### src/rtl/usrt_pkg.sv
// Shared USRT definitions: line levels, frame geometry and transmitter FSM encoding.
package usrt_pkg;

  localparam logic        USRT_IDLE_LVL  = 1'b1;
  localparam logic        USRT_START_LVL = 1'b0;
  localparam logic        USRT_STOP_LVL  = 1'b1;
  localparam int unsigned USRT_DATA_BITS = 8;

  // StParity is only reachable when the parity build option is enabled.
  typedef enum logic [2:0] {
    StIdle,
    StStart,
    StData,
    StParity,
    StStop
  } usrt_tx_state_e;

  // Even parity: the parity bit makes the total count of ones even.
  function automatic logic usrt_even_parity(input logic [USRT_DATA_BITS-1:0] data);
    return ^data;
  endfunction

endpackage

### src/rtl/usrt_tx_fifo.sv
// Byte FIFO in front of the USRT transmitter. DEPTH must be a power of two so the
// pointers wrap for free. Pushes while full and pops while empty are ignored.
module usrt_tx_fifo #(
  parameter int unsigned DEPTH = 4,
  parameter int unsigned WIDTH = 8
) (
  input  logic                     clk_i,
  input  logic                     rst_ni,
  input  logic                     push_i,
  input  logic                     pop_i,
  input  logic [WIDTH-1:0]         din_i,
  output logic [WIDTH-1:0]         dout_o,
  output logic                     full_o,
  output logic                     empty_o,
  output logic [$clog2(DEPTH):0]   count_o
);

  localparam int unsigned AW = $clog2(DEPTH);
  localparam int unsigned CW = AW + 1;
  localparam logic [CW-1:0] DepthCnt = CW'(DEPTH);

  logic [WIDTH-1:0] mem_q [DEPTH];
  logic [AW-1:0]    wr_ptr_q, wr_ptr_d;
  logic [AW-1:0]    rd_ptr_q, rd_ptr_d;
  logic [CW-1:0]    count_q, count_d;
  logic             push_ok, pop_ok;

  assign full_o  = (count_q == DepthCnt);
  assign empty_o = (count_q == '0);
  assign count_o = count_q;
  assign dout_o  = mem_q[rd_ptr_q];

  assign push_ok = push_i && !full_o;
  assign pop_ok  = pop_i && !empty_o;

  // Pointer and occupancy next-state; a simultaneous push and pop leaves the count alone.
  always_comb begin
    wr_ptr_d = wr_ptr_q;
    rd_ptr_d = rd_ptr_q;
    count_d  = count_q;
    if (push_ok) wr_ptr_d = wr_ptr_q + 1'b1;
    if (pop_ok)  rd_ptr_d = rd_ptr_q + 1'b1;
    case ({push_ok, pop_ok})
      2'b10:   count_d = count_q + 1'b1;
      2'b01:   count_d = count_q - 1'b1;
      default: count_d = count_q;
    endcase
  end

  // Pointer/count registers; reset flushes the queue.
  always_ff @(posedge clk_i or negedge rst_ni) begin
    if (!rst_ni) begin
      wr_ptr_q <= '0;
      rd_ptr_q <= '0;
      count_q  <= '0;
    end else begin
      wr_ptr_q <= wr_ptr_d;
      rd_ptr_q <= rd_ptr_d;
      count_q  <= count_d;
    end
  end

  // Storage needs no reset: entries are only read after being written.
  always_ff @(posedge clk_i) begin
    if (push_ok) mem_q[wr_ptr_q] <= din_i;
  end

endmodule

### src/rtl/usrt_tx.sv
// USRT transmitter: start bit, 8 data bits LSB first, optional even parity, STOP_BITS stop bits.
// The line changes on the rising clock edge; queued bytes are sent back-to-back with no idle gap.
// Build option: define USRT_TX_PARITY_EN to insert an even-parity bit after data bit 7.
module usrt_tx
  import usrt_pkg::*;
#(
  parameter int unsigned FIFO_DEPTH = 4,
  parameter int unsigned STOP_BITS  = 1
) (
  input  logic                          i_Clock,
  input  logic                          i_Rst_n,
  input  logic                          i_Tx_DV,
  input  logic [7:0]                    i_Tx_Byte,
  output logic                          o_Tx_Ready,
  output logic                          o_Tx_Serial,
  output logic                          o_Tx_Active,
  output logic                          o_Tx_Done,
  output logic [$clog2(FIFO_DEPTH):0]   o_Fifo_Count
);

  localparam logic [2:0] LastBit  = 3'(USRT_DATA_BITS - 1);
  localparam logic       StopLast = 1'(STOP_BITS - 1);

  usrt_tx_state_e state_q, state_d;
  logic [7:0]     shift_q, shift_d;
  logic [2:0]     bit_cnt_q, bit_cnt_d;
  logic           stop_cnt_q, stop_cnt_d;
  logic           tx_q, tx_d;
  logic           active_q, active_d;
  logic           done_q, done_d;
`ifdef USRT_TX_PARITY_EN
  logic           parity_q, parity_d;
`endif

  logic           fifo_pop;
  logic [7:0]     fifo_dout;
  logic           fifo_full;
  logic           fifo_empty;

  usrt_tx_fifo #(
    .DEPTH (FIFO_DEPTH),
    .WIDTH (8)
  ) u_fifo (
    .clk_i   (i_Clock),
    .rst_ni  (i_Rst_n),
    .push_i  (i_Tx_DV),
    .pop_i   (fifo_pop),
    .din_i   (i_Tx_Byte),
    .dout_o  (fifo_dout),
    .full_o  (fifo_full),
    .empty_o (fifo_empty),
    .count_o (o_Fifo_Count)
  );

  // Ready is plain !full; a pop in the same cycle does not make room early.
  assign o_Tx_Ready  = !fifo_full;
  assign o_Tx_Serial = tx_q;
  assign o_Tx_Active = active_q;
  assign o_Tx_Done   = done_q;

  // Frame sequencer: every line level is registered so it changes only on the rising edge.
  always_comb begin
    state_d    = state_q;
    shift_d    = shift_q;
    bit_cnt_d  = bit_cnt_q;
    stop_cnt_d = stop_cnt_q;
    tx_d       = tx_q;
    active_d   = active_q;
    done_d     = 1'b0;
    fifo_pop   = 1'b0;
`ifdef USRT_TX_PARITY_EN
    parity_d   = parity_q;
`endif
    case (state_q)
      StIdle: begin
        if (!fifo_empty) begin
          fifo_pop = 1'b1;
          shift_d  = fifo_dout;
`ifdef USRT_TX_PARITY_EN
          parity_d = usrt_even_parity(fifo_dout);
`endif
          tx_d     = USRT_START_LVL;
          active_d = 1'b1;
          state_d  = StStart;
        end
      end
      StStart: begin
        tx_d      = shift_q[0];
        shift_d   = shift_q >> 1;
        bit_cnt_d = '0;
        state_d   = StData;
      end
      StData: begin
        if (bit_cnt_q == LastBit) begin
`ifdef USRT_TX_PARITY_EN
          tx_d       = parity_q;
          state_d    = StParity;
`else
          tx_d       = USRT_STOP_LVL;
          stop_cnt_d = 1'b0;
          state_d    = StStop;
`endif
        end else begin
          tx_d      = shift_q[0];
          shift_d   = shift_q >> 1;
          bit_cnt_d = bit_cnt_q + 3'd1;
        end
      end
`ifdef USRT_TX_PARITY_EN
      StParity: begin
        tx_d       = USRT_STOP_LVL;
        stop_cnt_d = 1'b0;
        state_d    = StStop;
      end
`endif
      StStop: begin
        if (stop_cnt_q == StopLast) begin
          done_d = 1'b1;
          if (!fifo_empty) begin
            // Chain straight into the next frame's start bit.
            fifo_pop = 1'b1;
            shift_d  = fifo_dout;
`ifdef USRT_TX_PARITY_EN
            parity_d = usrt_even_parity(fifo_dout);
`endif
            tx_d     = USRT_START_LVL;
            state_d  = StStart;
          end else begin
            tx_d     = USRT_IDLE_LVL;
            active_d = 1'b0;
            state_d  = StIdle;
          end
        end else begin
          stop_cnt_d = stop_cnt_q + 1'b1;
        end
      end
      default: begin
        tx_d     = USRT_IDLE_LVL;
        active_d = 1'b0;
        state_d  = StIdle;
      end
    endcase
  end

  // State registers; reset aborts any frame and returns the line to idle at once.
  always_ff @(posedge i_Clock or negedge i_Rst_n) begin
    if (!i_Rst_n) begin
      state_q    <= StIdle;
      shift_q    <= '0;
      bit_cnt_q  <= '0;
      stop_cnt_q <= 1'b0;
      tx_q       <= USRT_IDLE_LVL;
      active_q   <= 1'b0;
      done_q     <= 1'b0;
`ifdef USRT_TX_PARITY_EN
      parity_q   <= 1'b0;
`endif
    end else begin
      state_q    <= state_d;
      shift_q    <= shift_d;
      bit_cnt_q  <= bit_cnt_d;
      stop_cnt_q <= stop_cnt_d;
      tx_q       <= tx_d;
      active_q   <= active_d;
      done_q     <= done_d;
`ifdef USRT_TX_PARITY_EN
      parity_q   <= parity_d;
`endif
    end
  end

endmodule
### config.mk
export PLATFORM = sky130hd
export DESIGN_NAME = usrt_tx
export DESIGN_NICKNAME = d
export VERILOG_FILES = /design/src/rtl/usrt_pkg.sv /design/src/rtl/usrt_tx_fifo.sv /design/src/rtl/usrt_tx.sv
export SDC_FILE = /design/constraint.sdc
export NUM_CORES = 1
export LEC_CHECK = 0
export ABC_AREA = 0
export CAP_MARGIN = 5
export CELL_PAD_IN_SITES_DETAIL_PLACEMENT = 0
export CELL_PAD_IN_SITES_GLOBAL_PLACEMENT = 1
export CORE_ASPECT_RATIO = 0.9
export CORE_MARGIN = 2
export CORE_UTILIZATION = 40
export CTS_CLUSTER_SIZE = 20
export DETAILED_ROUTE_END_ITERATION = 16
export HOLD_SLACK_MARGIN = 0.15
export PLACE_DENSITY = 0.72
export REMOVE_ABC_BUFFERS = 1
export SKIP_LAST_GASP = 1
export SYNTH_ARGS = -nofsm -noshare
export SYNTH_HDL_FRONTEND = slang
export SYNTH_SLANG_ARGS = --single-unit
### constraint.sdc
create_clock -name i_Clock -period 2.8 [get_ports i_Clock]
set_input_delay 0.56 -clock i_Clock [delete_from_list [all_inputs] [get_ports i_Clock]]
set_output_delay 0.56 -clock i_Clock [all_outputs]
set_load 0.005 [all_outputs]
==> results.yml <==
outcome:
  status: "finished, final reports clean"
setup_path:
  required_ns: 3.04
  path_class: "reg -> reg"
  reg2reg_to: "u_fifo.count_o[2]"
  rr_startpoint: "u_fifo.count_o[0]"
  start_kind: "register"
  critPathArrivalTime_ns: 2.41
  rr_worst_depth: 10
  worst-path-max-fanout: 6
  r2r_slack_ns: 0.63
  end_kind: "register"
clocking:
  clock-sinks: 56
  clkTransAtPathRegs_ns: 0.10
  clk_path_buf_depth: 2
  root_buffer: "clkbuf_8"
  cts_resized: 0
  cts_tree: "yes"
  clk_latency_ns: 0.31
  cts.htree.levels: 2
  postCtsSetupRepairBufs: 0
  cts_buffers: 5
  hold_buffers: 0
final_layout:
  syn2layout_area_growth_pct: 13.8
  diodes: 0
  drive_gt1_share_pct: 20.5
  fin_nets: 189
global_route:
  grt_usage_pct: 12.6
  grt_max_degree: 25
  grt_antenna_before_repair: 0
  grt_pass1_wl_um: 6560
  grt_pass1_vias: 1318
  grt-ovfl-total: 0
routing:
  wl_per_cell_um: 16.2
  drc: 0
  vias_per_cell: 5.25
  first_pass_iters: 4
  route.vias.total: 1275
  finalWirelength_um: 3940
  drt_iter0_drc: 90
  final_antenna_net_count: 0
timing:
  finClkSkew_ns: 0.00792
  setup_viol: 0
  hold_ws_ns: 0.524
  worstMarginPinSlew_ns: 0.624
  fin_setup_tns_ns: 0
  maxSlewHeadroom_pct: 58.4
  slew_violations: 0
  finalCritPeriodShare_pct: 77.6
  hold_viol: 0
  rsz0062_at_grt: "false"
  fmax_mhz: 460
  layout_min_cycle_time_ns: 2.17
placed_design:
  place_congestion: 0.730
  io_buffers: 17
  place_hpwl_um: 2710
floorplan:
  io_pins: 18
  die_w_um: 86.9
  rows: 27
  die_area_mm2: 0.00682
  initial_core_util_pct: 40.9
  die_y_um: 78.6
  core_mm2: 0.00605
power:
  finalPower_uw: 3280
  peakVddDrop_uv: 450
  p_leak_uw: 0.00113
  power_density_mw_per_mm2: 1170
yosys:
  synth_top_flop_cell: "edfxtp_1"
  yosys_warnings: 0
  synth.distinct_cells: 33
  ys_seq_area_share_pct: 63.2
  syn_inst: 152
  postSynthAreaPerCell_um2: 16.3
  synth_edf_count: 32
  synthesis.area_mm2: 0.00247
  synthArstFlopShare_pct: 42.9
  synth_seq_cells: 56
min_path:
  min_path_type: "reg -> reg"
  holdPathStages: 1
  hp-start: "shift_q[0]"
  hold_end: "shift_q[0]"
flow_run:
  cap_violations: 0
[registers in the layout, indices dropped and copies added (netlist names), 2 cells and up]
register / count
state_q: 3
shift_q: 8
u_fifo.rd_ptr_q: 2
u_fifo.count_o: 3
u_fifo.wr_ptr_q: 2
bit_cnt_q: 3
u_fifo.mem_q: 32
[where the power goes]
part	leakage (uW)	internal, uW	total, uW	switching (uW)
clock network	0.0000583	270	536	266
logic	0.000483	817	1350	529
registers	0.000583	1150	1400	246
[layer usage]
layer | GRT usage (%) | up-vias | part of all wire, %
li1 | - | 593 | -
met1 | 16.4 | 657 | 43
met2 | 20.6 | 20 | 52
met3 | 3.47 | 5 | 3.2
met4 | 3.75 | 0 | 1.1
met5 | 0 | - | 0
[synth_stat cells (all sizes together), types with 2 or more instances]
library cell	n	area (um2)
ha	7	87.6
nor2	5	18.8
mux2i	2	20.0
nand2	5	18.8
buf	5	36.3
inv	8	30.0
a22o	5	43.8
and3	5	31.3
mux4	8	180
nor2b	2	12.5
clkbuf	2	7.51
o21ai	5	25.0
nor3	6	46.3
dfrtp	23	576
xnor2	4	35.0
mux2	15	218
edfxtp	32	961
xor2	3	26.3
[how the worst max path moves through the flow]
stage	from	to	slack, ns	cells past startpoint
3_5_place_dp	i_Tx_DV	u_fifo.count_o[2]	0.41	9
6_report	u_fifo.count_o[0]	u_fifo.count_o[2]	0.63	10
3_3_place_gp	i_Tx_DV	u_fifo.count_o[2]	0.48	9
5_1_grt	u_fifo.count_o[0]	u_fifo.count_o[2]	0.41	10
4_1_cts	u_fifo.count_o[0]	u_fifo.count_o[2]	0.60	10
2_1_floorplan	u_fifo.count_o[0]	u_fifo.count_o[2]	0.81	10
[critical path, cell delays in order (launching register included)]
cell	delay (ns)
dfrtp_1	0.45
inv_1	0.13
nand3_1	0.18
and2_1	0.26
inv_1	0.06
ha_1	0.17
inv_1	0.06
fa_1	0.38
xor2_1	0.15
nor2_1	0.12
xor2_1	0.15
[final cells by class]
cell class	instances	area [um2]
repair buffers	18	178
clock buffers	5	68.8
multi-input cells	81	835
clock inverters	3	47.5
fillers	517	3240
well taps	72	90.1
inverters	8	30.0
flip-flops and latches	56	1560
[cells in the final DEF, fill, tap and decap left out, drive strengths merged, types with 3 or more instances in the layout]
| master | Yosys | final |
|---|---|---|
| o21ai | 5 | 5 |
| nand2 | 5 | 5 |
| inv | 8 | 8 |
| nor2 | 5 | 5 |
| dfrtp | 23 | 23 |
| edfxtp | 32 | 32 |
| nor3 | 6 | 6 |
| and3 | 5 | 5 |
| clkdlybuf4s50 | 0 | 17 |
| ha | 7 | 7 |
| a22o | 5 | 5 |
| xor2 | 3 | 3 |
| clkbuf | 2 | 5 |
| mux2 | 15 | 15 |
| xnor2 | 4 | 4 |
| mux4 | 8 | 8 |
[cells by family (layout without fill, tap and decap cells)]
| family | Yosys count | in the layout | synth area share (%) |
|---|---|---|---|
| DFF | 56 | 56 | 63.2 |
| and+or+nand+nor | 29 | 29 | 6.74 |
| muxes | 25 | 25 | 16.9 |
| buffers and inverters | 15 | 34 | 2.99 |
| AOI/OAI and AO/OA | 12 | 12 | 3.29 |
| adders and majority gates | 8 | 8 | 4.35 |
| xor gates and xnor gates | 7 | 7 | 2.48 |
[metrics by stage]
step           area (um2)  util [%]  setup WS, ns  instances
2_1_floorplan        2430         -         0.807        145
3_3_place_gp         2700      44.6         0.485        235
3_5_place_dp         2700      44.6         0.405        235
4_1_cts              2810      46.5         0.605        243
5_1_grt              2810      46.5         0.410        243
6_report             2810      46.5         0.627        243
No activity file was read; power rests on OpenSTA's default activity.
